===== src/rtl/re_lod32_pkg.sv =====
// Shared widths, stage payload types and the S2 merge helper for re_lod32.
package re_lod32_pkg;

    localparam int unsigned NUM_W  = 32;
    localparam int unsigned K_W    = 5;
    localparam int unsigned HALF_W = NUM_W / 2;
    localparam int unsigned IDX_W  = K_W - 1;

    // S1 payload: operand plus per-half leading-one results
    typedef struct packed {
        logic [NUM_W-1:0] num;
        logic             hi_any;
        logic [IDX_W-1:0] hi_idx;
        logic             lo_any;
        logic [IDX_W-1:0] lo_idx;
    } s1_t;

    // S2 payload: what shifter32 consumes
    typedef struct packed {
        logic [NUM_W-1:0] num;
        logic [K_W-1:0]   k;
        logic             zero;
    } s2_t;

    // Combine half results; lo_idx is 0 when the low half is empty, so k=0 on zero
    function automatic s2_t lod_merge(s1_t s);
        s2_t r;
        r.num  = s.num;
        r.k    = s.hi_any ? {1'b1, s.hi_idx} : {1'b0, s.lo_idx};
        r.zero = !s.hi_any && !s.lo_any;
        return r;
    endfunction

endpackage


===== src/rtl/re_lod32_lod16.sv =====
// re_lod16: combinational 16-bit priority encoder, index of highest set bit.
module re_lod16
    import re_lod32_pkg::*;
(
    input  logic [HALF_W-1:0] v_i,
    output logic              any_c_o,
    output logic [IDX_W-1:0]  idx_c_o
);

    // Later (higher) set bits overwrite earlier ones; idx stays 0 when empty
    always_comb begin
        any_c_o = |v_i;
        idx_c_o = '0;
        for (int i = 0; i < int'(HALF_W); i++) begin
            if (v_i[i]) idx_c_o = IDX_W'(i);
        end
    end

endmodule


===== src/rtl/re_lod32.sv =====
// re_lod32: two-stage leading-one detector feeding shifter32.
// Optional feature: RE_LOD_SKID_EN adds a 1-entry output skid buffer and
// registers in_ready so out_ready has no combinational path to it.
module re_lod32
    import re_lod32_pkg::*;
(
    input  logic             clk,
    input  logic             rst,
    input  logic             in_valid,
    output logic             in_ready,
    input  logic [NUM_W-1:0] in_num,
    output logic             out_valid,
    input  logic             out_ready,
    output logic [NUM_W-1:0] out_num,
    output logic [K_W-1:0]   out_k,
    output logic             out_zero
);

    s1_t  s1_q, s1_d;
    s2_t  s2_q, s2_d;
    logic s1_valid_q, s1_valid_d;
    logic s2_valid_q, s2_valid_d;
    logic hi_any, lo_any;
    logic [IDX_W-1:0] hi_idx, lo_idx;
    logic s1_load, s2_load, s2_leave, s2_can_load;

    re_lod16 u_lod_hi (.v_i(in_num[NUM_W-1:HALF_W]), .any_c_o(hi_any), .idx_c_o(hi_idx));
    re_lod16 u_lod_lo (.v_i(in_num[HALF_W-1:0]),     .any_c_o(lo_any), .idx_c_o(lo_idx));

`ifdef RE_LOD_SKID_EN
    s2_t  skid_q, skid_d;
    logic skid_valid_q, skid_valid_d;
    logic in_ready_q, in_ready_d;

    // S2 always empties while the skid is free: to the output or into the skid
    always_comb begin
        s2_leave     = s2_valid_q && !skid_valid_q;
        skid_d       = skid_q;
        skid_valid_d = skid_valid_q;
        if (skid_valid_q) begin
            if (out_ready) skid_valid_d = 1'b0;
        end else if (s2_valid_q && !out_ready) begin
            skid_valid_d = 1'b1;
            skid_d       = s2_q;
        end
    end

    assign in_ready  = in_ready_q;
    assign out_valid = skid_valid_q || s2_valid_q;
    assign out_num   = skid_valid_q ? skid_q.num  : s2_q.num;
    assign out_k     = skid_valid_q ? skid_q.k    : s2_q.k;
    assign out_zero  = skid_valid_q ? skid_q.zero : s2_q.zero;

    // Next-cycle acceptance depends only on next-cycle occupancy
    assign in_ready_d = !skid_valid_d || !s1_valid_d || !s2_valid_d;

    // Skid entry and registered in_ready
    always_ff @(posedge clk or posedge rst) begin
        if (rst) begin
            skid_valid_q <= 1'b0;
            skid_q       <= '0;
            in_ready_q   <= 1'b1;
        end else begin
            skid_valid_q <= skid_valid_d;
            skid_q       <= skid_d;
            in_ready_q   <= in_ready_d;
        end
    end
`else
    assign s2_leave  = s2_valid_q && out_ready;
    assign in_ready  = !s1_valid_q || s2_can_load;
    assign out_valid = s2_valid_q;
    assign out_num   = s2_q.num;
    assign out_k     = s2_q.k;
    assign out_zero  = s2_q.zero;
`endif

    assign s2_can_load = !s2_valid_q || s2_leave;
    assign s2_load     = s1_valid_q && s2_can_load;
    assign s1_load     = in_valid && in_ready;

    // Stage advance: load when empty or when current contents leave
    always_comb begin
        s1_d       = s1_q;
        s1_valid_d = s1_valid_q;
        s2_d       = s2_q;
        s2_valid_d = s2_valid_q;
        if (s1_load) begin
            s1_valid_d  = 1'b1;
            s1_d.num    = in_num;
            s1_d.hi_any = hi_any;
            s1_d.hi_idx = hi_idx;
            s1_d.lo_any = lo_any;
            s1_d.lo_idx = lo_idx;
        end else if (s2_load) begin
            s1_valid_d = 1'b0;
        end
        if (s2_load) begin
            s2_valid_d = 1'b1;
            s2_d       = lod_merge(s1_q);
        end else if (s2_leave) begin
            s2_valid_d = 1'b0;
        end
    end

    // Pipeline stage registers
    always_ff @(posedge clk or posedge rst) begin
        if (rst) begin
            s1_valid_q <= 1'b0;
            s1_q       <= '0;
            s2_valid_q <= 1'b0;
            s2_q       <= '0;
        end else begin
            s1_valid_q <= s1_valid_d;
            s1_q       <= s1_d;
            s2_valid_q <= s2_valid_d;
            s2_q       <= s2_d;
        end
    end

endmodule


===== config.mk =====
export PLATFORM = sky130hd
export DESIGN_NAME = re_lod32
export DESIGN_NICKNAME = d
export VERILOG_FILES = /design/src/rtl/re_lod32_pkg.sv /design/src/rtl/re_lod32_lod16.sv /design/src/rtl/re_lod32.sv
export SDC_FILE = /design/constraint.sdc
export NUM_CORES = 1
export LEC_CHECK = 0
export BUFFER_PORTS_ARGS = -buffer_cell sky130_fd_sc_hd__clkbuf_2
export CORE_MARGIN = 1.5
export CORE_UTILIZATION = 35
export CTS_CLUSTER_DIAMETER = 30
export DETAILED_ROUTE_END_ITERATION = 12
export PLACE_DENSITY = 0.59
export SYNTH_ARGS = -nofsm -noshare
export SYNTH_HDL_FRONTEND = slang
export SYNTH_SLANG_ARGS = --single-unit
export TNS_END_PERCENT = 20

===== constraint.sdc =====
create_clock -name clk -period 3.4 [get_ports clk]
set_clock_uncertainty 0.15 [all_clocks]
set_input_delay 0 -clock clk [delete_from_list [all_inputs] [get_ports clk]]
set_output_delay 0 -clock clk [all_outputs]
set_load 0.01 [all_outputs]

==> results.sh <==
export IMPL_cellLeakagePower_nw=2.018
export IMPL_fp_dieH_um=100.9
export IMPL_h_tree_depth=3
export IMPL_period_share=0.6082
export IMPL_worstMarginPinSlew_ps=1098
export IMPL_cp_cell_sequence="nand3b_1 -> nand2_2 -> mux2_2"
export IMPL_rr_worst_depth=3
export IMPL_grt_first_pass_wirelength_um=11390
export IMPL_clkPwrFrac=0.301
export IMPL_internal_power_mw=1.871
export IMPL_wl_per_cell_um=13.58
export IMPL_pin_count_of_the_biggest_net_entering_global_routing=58
export IMPL_syn_instance_count=253
export IMPL_final_instance_count_excl_fill=500
export IMPL_setup_worst_path_start_class="register"
export IMPL_layout_common_cells="sky130_fd_sc_hd__dfrtp_1, sky130_fd_sc_hd__clkbuf_2, sky130_fd_sc_hd__mux2_2"
export IMPL_relSlewSlack=0.2657
export IMPL_placed_cells=448
export IMPL_ctsLongestPathBuffers=2
export IMPL_initial_antenna_violation_count=0
export IMPL_syn_avg_cell_area_sq_um=13.25
export IMPL_switchingPower_uw=674.8
export IMPL_endpoint_kind="register"
export IMPL_drt_initial_drc_count=35
export IMPL_run_status="completed"
export IMPL_peakVddDrop_mv=0.1794
export IMPL_rsz0062_at_grt="no"
export IMPL_synth_edff_count=0
export IMPL_syn_cell_area_sq_um=3353
export IMPL_finish_instance_area_sq_um=4432
export IMPL_fin_worst_hold_slack_ps=229.6
export IMPL_detailedPlace_worstSlack_ps=1321
export IMPL_synth_cell_type_count=24
export IMPL_cp_required_ps=3480
export IMPL_fin_crit_ps=2068
export IMPL_clkSinkCount=82
export IMPL_ff2ff_setup_slack_ps=1330
export IMPL_timing_critical_path_slowest_stage_cell="sky130_fd_sc_hd__nand2_2"
export IMPL_ys_ff_latch=82
export IMPL_totalNegativeSetupSlack_ps=0
export IMPL_final_common_cell="sky130_fd_sc_hd__dfrtp_1"
export IMPL_timing_final_ws_setup_ps=1332
export IMPL_drtPass1Iterations=4
export IMPL_netSwitchingFraction=0.2651
export IMPL_crit_reg2reg_capture="s1_q[26]"
export IMPL_drc_errors=0
export IMPL_layout_area_overhead_vs_synth_pct=32.16
export IMPL_grt_overflow_total=0
export IMPL_port_buffers=75
export IMPL_power_share_combinational=0.205
export IMPL_finalWirelength_um=6790
export IMPL_reg2reg_from="s1_valid_q"
export IMPL_final_hold_viol_count=0
export IMPL_cts_root_buffer="sky130_fd_sc_hd__clkbuf_8"
export IMPL_top_flip_flop_cell_by_instance_count_after_synthesis="sky130_fd_sc_hd__dfrtp_1"
export IMPL_placeableCoreArea_sq_um=9284
export IMPL_placed_cell_areas_sq_um=3852
export IMPL_seq_area_frac_synth=0.6119
export IMPL_finish_net_count=402
export IMPL_dpl_hpwl_um=4644
export IMPL_floorplan_die_width_um=100.9
export IMPL_vias_in_the_first_global_route=2267
export IMPL_nets_in_the_synthesized_netlist=289
export IMPL_floorplan_initialDensity=0.3612
export IMPL_clkLatencyLatePin_ps=340
export IMPL_gp_routability_congestion=0.7466
export IMPL_antenna_cells_inserted=0
export IMPL_fmax_mhz=483.6
export IMPL_p_per_area_nw_per_um2=574.4
export IMPL_clk_pin_slew_worst_paths_ps=90
export IMPL_cts_setup_buffers=0
export IMPL_slowest_delay_ps=830
export IMPL_cts_tree="yes"
export IMPL_vias=2309
export IMPL_critical_path_class="register to register"
export IMPL_worstPathArrival_ps=2140
export IMPL_via_per_inst=4.618
export IMPL_postSynth_asyncResetShare=1.000
export IMPL_crit_fanout=56
export IMPL_final_layout_size_suffix_gt1_frac=0.4232
export IMPL_ys_warnings_count=0
export IMPL_number_of_max_cap_violations=0
export IMPL_grt_util_all_layers=0.1445
export IMPL_fp_dieArea_sq_um=10180
export IMPL_floorplan_io_pins=76
export IMPL_cts_made_buffers=9
export IMPL_placement_rows=35
export IMPL_power_sequential_fraction=0.494
export IMPL_setup_violations=0
export IMPL_drtAntennaViolNets=0
export IMPL_finalMaxSlewViolations=0
export IMPL_timing_hold_worst_class="primary input to async pin"
state kept, by name (all words and copies together), names as in the netlist:
name        flops
out_k           5
out_zero        1
out_valid       1
s1_valid_q      1
s1_q           42
out_num        32
kinds of logic (layout without fill, tap and decap cells):
group	count (synthesis)	after routing	synth area share
AOI/OAI and AO/OA	35	35	0.06567
buffers and inverters	18	136	0.02537
DFF	82	82	0.6119
muxes	67	67	0.2228
and+or+nand+nor	51	51	0.07425
cell type report:
type	instances	area (sq um)
Fill cell	893	4852
Sequential cell	82	2052
Multi-Input combinational cell	153	1221
Timing Repair Buffer	113	750.7
Tap cell	129	161.4
Clock buffer	11	141.4
Clock inverter	5	77.57
Inverter	7	27.53
metrics by stage:
| stage | total power, mW | util |
|---|---|---|
| after CTS | 2.584 | 0.4774 |
| after floorplan | 1.562 | - |
| after global routing | 2.695 | 0.4774 |
| final | 2.545 | 0.4774 |
| after detailed placement | 1.776 | 0.4150 |
| after global placement | 1.760 | 0.4150 |
synth_stat cells, drive strengths merged (3+ instances only):
master / number / area, sq um
clkbuf: 3 / 11.26
nor2: 14 / 52.55
inv: 7 / 26.28
dfrtp: 82 / 2052
mux2i: 6 / 60.06
nand2b: 7 / 43.79
mux2: 61 / 686.9
nor4: 4 / 25.02
nand2: 17 / 63.81
a21oi: 6 / 30.03
or4: 4 / 33.78
o31ai: 5 / 37.54
o21ai: 14 / 70.07
buf: 8 / 47.54
how the worst max path moves through the flow:
stage / startpoint / slack [ps] / to
floorplan: rst / 1140 / out_k[0]
global placement: s1_valid_q / 1360 / s1_q[20]
detailed placement: s1_valid_q / 1320 / s1_q[2]
CTS: s1_valid_q / 1310 / s1_q[26]
global route: s1_valid_q / 1160 / s1_q[25]
finish: s1_valid_q / 1330 / s1_q[26]
metal layers:
metal	global-route usage	vias up	part of all wire
met5	0	-	0
met2	0.2193	46	0.47
met1	0.1991	1126	0.48
met4	0.07151	0	0.018
met3	0.02635	11	0.034
li1	-	1126	-
critical path, delay by kind of cell, from the launching register on:
family           cells  cell delay (ps)
AND/OR/NAND/NOR      2              980
multiplexers         1              420
flip-flops           1              380
what timing repair did:
item                                   CTS  global route
gates resized for setup                  0             0
endpoints found under the hold margin   99             0
hold buffers                            36             0
power groups by stage:
stage                     registers [mW]  logic (mW)  clock network [mW]
after floorplan                     1.31       0.250                   0
after global placement              1.27       0.490                   0
after detailed placement            1.28       0.498                   0
after CTS                           1.26       0.533               0.792
after global routing                1.28       0.578               0.833
final                               1.26       0.521               0.767
Power figures use the tool's default switching activity.
